### config.mk
export PLATFORM = sky130hd
export DESIGN_NAME = sseg_serial_ctrl
export DESIGN_NICKNAME = d
export VERILOG_FILES = /design/src/rtl/sseg_serial_ctrl.sv
export SDC_FILE = /design/constraint.sdc
export NUM_CORES = 1
export LEC_CHECK = 0
export CORE_ASPECT_RATIO = 2
export CORE_UTILIZATION = 45
export DETAILED_ROUTE_END_ITERATION = 16
export GPL_ROUTABILITY_DRIVEN = 0
export PLACE_DENSITY = 0.68
export SYNTH_ARGS = -nofsm -noshare
export SYNTH_HDL_FRONTEND = slang
export SYNTH_SLANG_ARGS = --single-unit
### constraint.sdc
create_clock -name clk -period 4.5 [get_ports clk]
set_clock_uncertainty 0.2 [all_clocks]
set_input_delay 0.9 -clock clk [delete_from_list [all_inputs] [get_ports clk]]
set_output_delay 0.9 -clock clk [all_outputs]
set_load 0.05 [all_outputs]
### src/rtl/sseg_serial_ctrl.sv
// Serial seven-segment driver: shifts one segment byte per digit over
// a data/clock/latch 3-wire link to external shift-register boards.
module sseg_serial_ctrl #(
   parameter int NUM_DIGITS     = 8,
   parameter int REFRESH_DIV    = 200000,
   parameter int BIT_PERIOD     = 4,
   parameter int SEG_ACTIVE_LOW = 0,
   parameter int FAST_UPDATE    = 1
) (
   input  logic                    clk,
   input  logic                    rst_n,
   input  logic [4*NUM_DIGITS-1:0] din,
   input  logic [NUM_DIGITS-1:0]   dp,
   input  logic [NUM_DIGITS-1:0]   blank,
   input  logic                    raw_mode,
   input  logic [8*NUM_DIGITS-1:0] raw_seg,
   input  logic                    upd_valid,
   output logic                    upd_ready,
   output logic                    ss_dout,
   output logic                    ss_clk,
   output logic                    ss_en,
   output logic                    busy,
   output logic                    frame_done
);

   localparam int NBITS = 8 * NUM_DIGITS;
   localparam int BW    = $clog2(NBITS);
   localparam int RW    = $clog2(REFRESH_DIV);
   localparam int PW    = $clog2(BIT_PERIOD);
   localparam int DW    = (NUM_DIGITS > 1) ? $clog2(NUM_DIGITS) : 1;

   localparam logic [RW-1:0] REF_LAST = RW'(REFRESH_DIV - 1);
   localparam logic [PW-1:0] PH_LAST  = PW'(BIT_PERIOD - 1);
   localparam logic [PW-1:0] PH_HALF  = PW'(BIT_PERIOD / 2);
   localparam logic [BW-1:0] BIT_LAST = BW'(NBITS - 1);

   typedef enum logic {IDLE, SHIFT} state_t;

   state_t                  state_q, state_d;
   logic [RW-1:0]           ref_q, ref_d;
   logic [PW-1:0]           ph_q, ph_d;
   logic [BW-1:0]           bit_q, bit_d;
   logic                    done_q, done_d;
   logic                    start;
   logic                    load;

   logic [4*NUM_DIGITS-1:0] din_q;
   logic [NUM_DIGITS-1:0]   dp_q;
   logic [NUM_DIGITS-1:0]   blank_q;
   logic                    raw_q;
   logic [8*NUM_DIGITS-1:0] raw_seg_q;

   logic [7:0]              seg_arr [NUM_DIGITS];
   logic [7:0]              seg;
   logic [DW-1:0]           dig;

   function automatic logic [6:0] hex7(input logic [3:0] n);
      unique case (n)
         4'h0: hex7 = 7'h3F;
         4'h1: hex7 = 7'h06;
         4'h2: hex7 = 7'h5B;
         4'h3: hex7 = 7'h4F;
         4'h4: hex7 = 7'h66;
         4'h5: hex7 = 7'h6D;
         4'h6: hex7 = 7'h7D;
         4'h7: hex7 = 7'h07;
         4'h8: hex7 = 7'h7F;
         4'h9: hex7 = 7'h6F;
         4'hA: hex7 = 7'h77;
         4'hB: hex7 = 7'h7C;
         4'hC: hex7 = 7'h39;
         4'hD: hex7 = 7'h5E;
         4'hE: hex7 = 7'h79;
         4'hF: hex7 = 7'h71;
      endcase
   endfunction

   assign load = (state_q == IDLE) && upd_valid;

   always_comb begin
      state_d = state_q;
      ref_d   = ref_q;
      ph_d    = ph_q;
      bit_d   = bit_q;
      done_d  = 1'b0;
      start   = 1'b0;
      unique case (state_q)
         IDLE: begin
            start = (ref_q == REF_LAST) ||
                    ((FAST_UPDATE != 0) && upd_valid);
            if (start) begin
               state_d = SHIFT;
               ref_d   = '0;
               ph_d    = '0;
               bit_d   = '0;
            end else begin
               ref_d = ref_q + 1'b1;
            end
         end
         SHIFT: begin
            if (ph_q == PH_LAST) begin
               ph_d = '0;
               if (bit_q == BIT_LAST) begin
                  state_d = IDLE;
                  ref_d   = '0;
                  done_d  = 1'b1;
               end else begin
                  bit_d = bit_q + 1'b1;
               end
            end else begin
               ph_d = ph_q + 1'b1;
            end
         end
         default: state_d = IDLE;
      endcase
   end

   always_ff @(posedge clk or negedge rst_n) begin
      if (!rst_n) begin
         state_q <= IDLE;
         ref_q   <= '0;
         ph_q    <= '0;
         bit_q   <= '0;
         done_q  <= 1'b0;
      end else begin
         state_q <= state_d;
         ref_q   <= ref_d;
         ph_q    <= ph_d;
         bit_q   <= bit_d;
         done_q  <= done_d;
      end
   end

   // Display stays dark until the first update arrives.
   always_ff @(posedge clk or negedge rst_n) begin
      if (!rst_n) begin
         din_q     <= '0;
         dp_q      <= '0;
         blank_q   <= '1;
         raw_q     <= 1'b0;
         raw_seg_q <= '0;
      end else if (load) begin
         din_q     <= din;
         dp_q      <= dp;
         blank_q   <= blank;
         raw_q     <= raw_mode;
         raw_seg_q <= raw_seg;
      end
   end

   always_comb begin
      for (int d = 0; d < NUM_DIGITS; d++) begin
         if (raw_q)
            seg_arr[d] = raw_seg_q[8*d +: 8];
         else
            seg_arr[d] = {dp_q[d], hex7(din_q[4*d +: 4])};
         if (blank_q[d])
            seg_arr[d] = 8'h00;
         if (SEG_ACTIVE_LOW != 0)
            seg_arr[d] = ~seg_arr[d];
      end
   end

   assign dig = DW'(bit_q >> 3);
   assign seg = seg_arr[dig];

   // All pin outputs decode registered state only.
   assign ss_dout    = (state_q == SHIFT) && seg[~bit_q[2:0]];
   assign ss_clk     = (state_q == IDLE) || (ph_q >= PH_HALF);
   assign ss_en      = (state_q == IDLE);
   assign busy       = (state_q == SHIFT);
   assign upd_ready  = (state_q == IDLE);
   assign frame_done = done_q;

endmodule
# After elaboration in Yosys (flattened, before gate mapping)
# Memory sizes are Yosys's and may differ from the RTL's.
# Cells that the tools add are included.
# word_totals
ff_bits	141
memories	8
output_inout_bits	6
word_cells	79
in_bits	116
mem_bits_ro	896
# memory_table
memory	depth	width	read_ports	rd_ports_with_merged_regs	write_ports	line_no	rtl
(no name shown)	16	7	1	0	0	58	unique case (n)
(no name shown)	16	7	1	0	0	58	
(no name shown)	16	7	1	0	0	58	
(no name shown)	16	7	1	0	0	58	
(no name shown)	16	7	1	0	0	58	
(no name shown)	16	7	1	0	0	58	
+2 memories	-	-	-	-	-	-	
# classes
muxes	39
eq_ne	7
n_reduce_logical	6
n_lt_le_gt_ge	3
bitwise_logic	3
addsub	3
# op_table
operator	count
8-bit 2-to-1 mux	18
18-bit 2-to-1 mux	3
18-bit one-hot mux with 2 select lines	1
8-bit binary-select mux with 3-bit select	1
18-bit by 1-bit adder with 18-bit output, second input constant	1
18-bit equality test, second input constant	1
6-bit 2-to-1 mux	3
6-bit one-hot mux with 2 select lines	1
1-bit 2-to-1 mux	7
6-bit by 1-bit adder with 6-bit output, second input constant	1
6-bit equality test, second input constant	1
2-bit by 1-bit inequality test with 1-bit output, second input constant	3
4-bit >= comparator, second input constant	1
3-bit by 4-bit less-than comparator with 1-bit output, second input constant	1
2-bit 2-to-1 mux	2
3-bit NOT with 4-bit output	1
2-bit one-hot mux with 2 select lines	1
1-bit binary-select mux with 3-bit select	1
3-bit NOT	1
3-bit AND reduction	1
2-bit by 1-bit adder with 2-bit output, second input constant	1
2-bit equality test, second input constant	1
2-bit >= comparator, second input constant	1
1-bit logical AND	2
other kinds (5)	6

# Longest topological paths before layout
# An unclocked memory read counts as a cell.
# logic_depth
ltp_word	9
ltp_mapped	10
depth_no_buf	9

# Worst setup path before layout
# Ideal clock, no wire load.
# synth_timing
kind	register to output
startpoint	reg din_q[0]
endpoint	out ss_dout
t_arrival_ns	2.585
n_path_buf	0
slack_ns	0.815
t_required_ns	3.400
stages_incl_launch_ff	10
path_cell_list	dfrtp_1 inv_1 ha_1 inv_1 mux4_2 o32a_1 a21oi_1 a221oi_1 a2111oi_2 a311o_1
# synth_via
elab_chain_len	9
# synth_rtl
item	line_no	rtl
start, declared	47	logic [4*NUM_DIGITS-1:0] din_q;
start signal, assigned	143	din_q <= din;
memory 16 x 7 bit	-	
8-bit 2-to-1 mux	153	if (raw_q)
8-bit 2-to-1 mux	157	if (blank_q[d])
8-bit binary-select mux with 3-bit select	165	assign seg = seg_arr[dig];
8-bit 2-to-1 mux (implied by the code) (2 in series)	165	
1-bit binary-select mux with 3-bit select	168	assign ss_dout = (state_q == SHIFT) && seg[~bit_q[2:0]];
1-bit 2-to-1 mux (implied by the code)	168	
1-bit logical AND	168	
end, declared	19	output logic ss_dout,
# No other way between the ends. The select of a mux whose other input is x is not followed.

# Worst setup path after layout
# layout_timing
startpoint	reg bit_q[3]
endpoint	out ss_dout
# layout_via
elab_chain_len	7
# layout_rtl
item	line_no	rtl
start, declared	42	logic [BW-1:0] bit_q, bit_d;
start signal, assigned	129	bit_q <= bit_d;
3-bit NOT with 4-bit output (implied by the code)	165	
8-bit binary-select mux with 3-bit select	165	
8-bit 2-to-1 mux (implied by the code) (2 in series)	165	
1-bit binary-select mux with 3-bit select	168	
1-bit 2-to-1 mux (implied by the code)	168	
1-bit logical AND	168	
# No other way between the ends. The select of a mux whose other input is x is not followed.

==> results.md <==
* Slew headroom at 0.346
* Final setup viols at 0
* Type of origin of the critical path: flop
* Fin. Hold Viols at 0
* Clock root buffer: clkbuf_16
* Routed vias at 7,108
* GRT Util Overall at 0.246
* Vias in the first global route at 7,372
* Clock Tree Buf Depth at 2
* Setup TNS at 0 ns
* Layout cells sized above 1 at 0.194
* Finished Layout Cells at 1,226
* Synth Warn # at 0
* Net Count, Synth at 1,029
* Sequential area share after synthesis at 0.396
* Post-synth top area cell: dfrtp_1
* DP Wirelength at 17.6 mm
* # placed instances at 1,191
* Post-synth EDFFs at 0
* Worst skew pair latency at 0.44 ns
* CTS buffer count at 17
* FFs w/ async S/R, synth at 1.00
* CP Max Fanout at 19
* Synth cell types at 84
* Inserted Diodes at 0
* Vias per std cell at 5.80
* Min Tclk post-route at 4.38 ns
* Area grow syn2layout at 20.5%
* DRC violation total after the first TritonRoute iteration at 403
* Syn Inst Count at 862
* DRC viols at 0
* CTS H-tree depth at 4
* Io pins at 122
* Residual overflow from global routing at 0
* Fin crit share at 0.974
* RSZ-0062 raised after global routing: false
* Die Width at 102 um
* Worst reg2reg path depth at 7
* Clock tree from TritonCTS: built
* Nets at 1,121
* Initial antenna violation count at 0
* Drt pass-1 iters at 5
* Core area at 0.0194 mm^2
* CP Class: reg2out
* Synthesized flop and latch total at 141
* Leakage at 4.56 nW
* Area of the multi-input gates at 0.00488 mm^2
* Global-route wire length before repair at 38.3 mm
* # port buffers at 121
* CTS sink cnt at 141
* Ys flop type: dfrtp_1
* CTS clk-pin slew, worst paths at 0.07 ns
* VDD IR max at 0.000636 V
* Fillers at 1,699
* Starting Density at 0.462
* Post-synth design cell area at 0.00894 mm^2
* HP Class: reg2reg
* Num rows at 72
* Die ar. at 0.0205 mm^2
* Hold depth at 1
* Crit. End Element: output port
* Status: finished, final reports clean
* Pwr/cell area at 629 mW/mm^2
* Register Area at 0.00354 mm^2
* Mapped Avg Cell Area at 10.4 um^2
* Die H at 201 um
* WL/cell at 19.4 um
* Worst EP arrival at 3.28 ns
* Largest net degree at the start of global routing at 90
* Main area contributors after synthesis: dfrtp_1 37%, mux2_2 13%, ha_1 7.1%, o21ai_0 3.0%, nand2_1 3.0%
* Routed Antenna Nets at 0
* DRT Wirelength at 23.8 mm
* Fmax at 0.228 GHz
* Final Max Tran Viols at 0
* MaxCap Viol Count at 0
* Critical path required time at 3.40 ns
* Slew @ Worst Pin at 0.981 ns
* Share of the synthesized area in the top cell type at 0.372
==> layer usage <==
layer	vias up	part of all wire	GRT usage	routed length, um
met2	221	0.54	0.438	12900
met5	-	0	0	0
met3	73	0.037	0.0372	879
li1	3342	-	-	-
met4	0	0.056	0.149	1320
met1	3472	0.37	0.266	8740
==> timing repair <==
item	4_1_cts	5_1_grt
hold buffers	0	0
setup endpoints to repair	0	1
hold endpoints to repair	0	0
setup buffers	0	3
gates resized for setup	0	3
==> critical path, cell delays in order, from the launching register on <==
cell and delay [ns]:
dfrtp_1 0.41, buf_4 0.24, and2b_1 0.30, a22o_1 0.25, a2111oi_1 0.68, o221a_1 0.32, a2111oi_2 0.06, a311o_1 0.40
buf_12 0.18
==> synthesized netlist by cell type (all sizes together), types with 8 or more instances <==
cell type  instances
inv               36
nor2b             17
nand4              8
a21oi             33
a211oi            12
dfrtp            133
a221oi            11
mux2i             19
ha                51
o21ai             54
mux2             110
dfstp              8
nor2              45
nand3             12
nand2b            12
nor3              13
a2111oi           14
clkbuf            30
a31oi             10
xor2               9
buf               31
nand2             71
==> cell usage in the layout (no fill, tap or decap), drive strengths merged, types with 11 or more instances in the layout <==
| master | n |
|---|---|
| nand2b | 12 |
| mux2i | 19 |
| dfrtp | 133 |
| o21ai | 54 |
| mux2 | 110 |
| nor2 | 45 |
| a211oi | 12 |
| ha | 51 |
| inv | 44 |
| nand3 | 12 |
| a221oi | 11 |
| clkdlybuf4s50 | 119 |
| a2111oi | 14 |
| buf | 15 |
| clkbuf | 17 |
| a21oi | 33 |
| nor3 | 13 |
| nor2b | 17 |
| nand2 | 71 |
==> final cells by class <==
type / count / share of cell area
Multi-Input combinational cell: 624 / 0.453
Timing Repair Buffer: 134 / 0.123
Tap cell: 259 / 0.0301
Inverter: 36 / 0.0125
Clock buffer: 17 / 0.0395
Sequential cell: 141 / 0.328
Clock inverter: 15 / 0.0142
==> metrics by stage <==
step | power [mW] | util | hold WS, ns | setup WS [ns] | cell area, um^2
after floorplan | 4.46 | - | 0.257 | 0.815 | 8940
after global placement | 5.28 | 0.525 | 0.282 | 0.660 | 10200
after detailed placement | 5.32 | 0.525 | 0.288 | 0.590 | 10200
after CTS | 6.74 | 0.555 | 0.305 | 0.109 | 10700
after global routing | 7.20 | 0.556 | 0.324 | 0.00881 | 10800
final | 6.78 | 0.556 | 0.297 | 0.117 | 10800
==> flip-flops by register name, indices dropped and copies added, names as in the netlist <==
signal and count:
ph_q 2, bit_q 6, frame_done 1, blank_q 8, din_q 32, raw_q 1
busy 1, dp_q 8, raw_seg_q 64, ref_q 18
==> report_power, final <==
group	internal (mW)	leakage (nW)	switching (mW)
registers	1.72	1.76	0.603
logic	1.45	2.52	1.62
clock network	0.780	0.277	0.616
==> cells by family after synthesis <==
family	after synthesis	synth area share
and+or+nand+nor	220	0.125
AOI/OAI and AO/OA	206	0.161
DFF	141	0.396
muxes	134	0.173
buffers and inverters	97	0.0606
adders and majority gates	51	0.0714
xor gates and xnor gates	13	0.0127
==> path summary, 6_finish.rpt <==
path / from / to / slack [ns]
worst max-delay path: bit_q[3]$_DFFE_PN0P_ / ss_dout / 0.12
worst min-delay path: ph_q[0]$_DFFE_PN0P_ / ph_q[0]$_DFFE_PN0P_ / 0.30
worst max register to register: bit_q[4]$_DFFE_PN0P_ / ref_q[12]$_DFFE_PN0P_ / 1.68
worst min register to register: ph_q[0]$_DFFE_PN0P_ / ph_q[0]$_DFFE_PN0P_ / 0.30
max in group asynchronous: rst_n / din_q[1]$_DFFE_PN0P_ / 2.84
min in group asynchronous: rst_n / din_q[6]$_DFFE_PN0P_ / 0.34
Note: power is estimated with default switching activity, not from simulation.
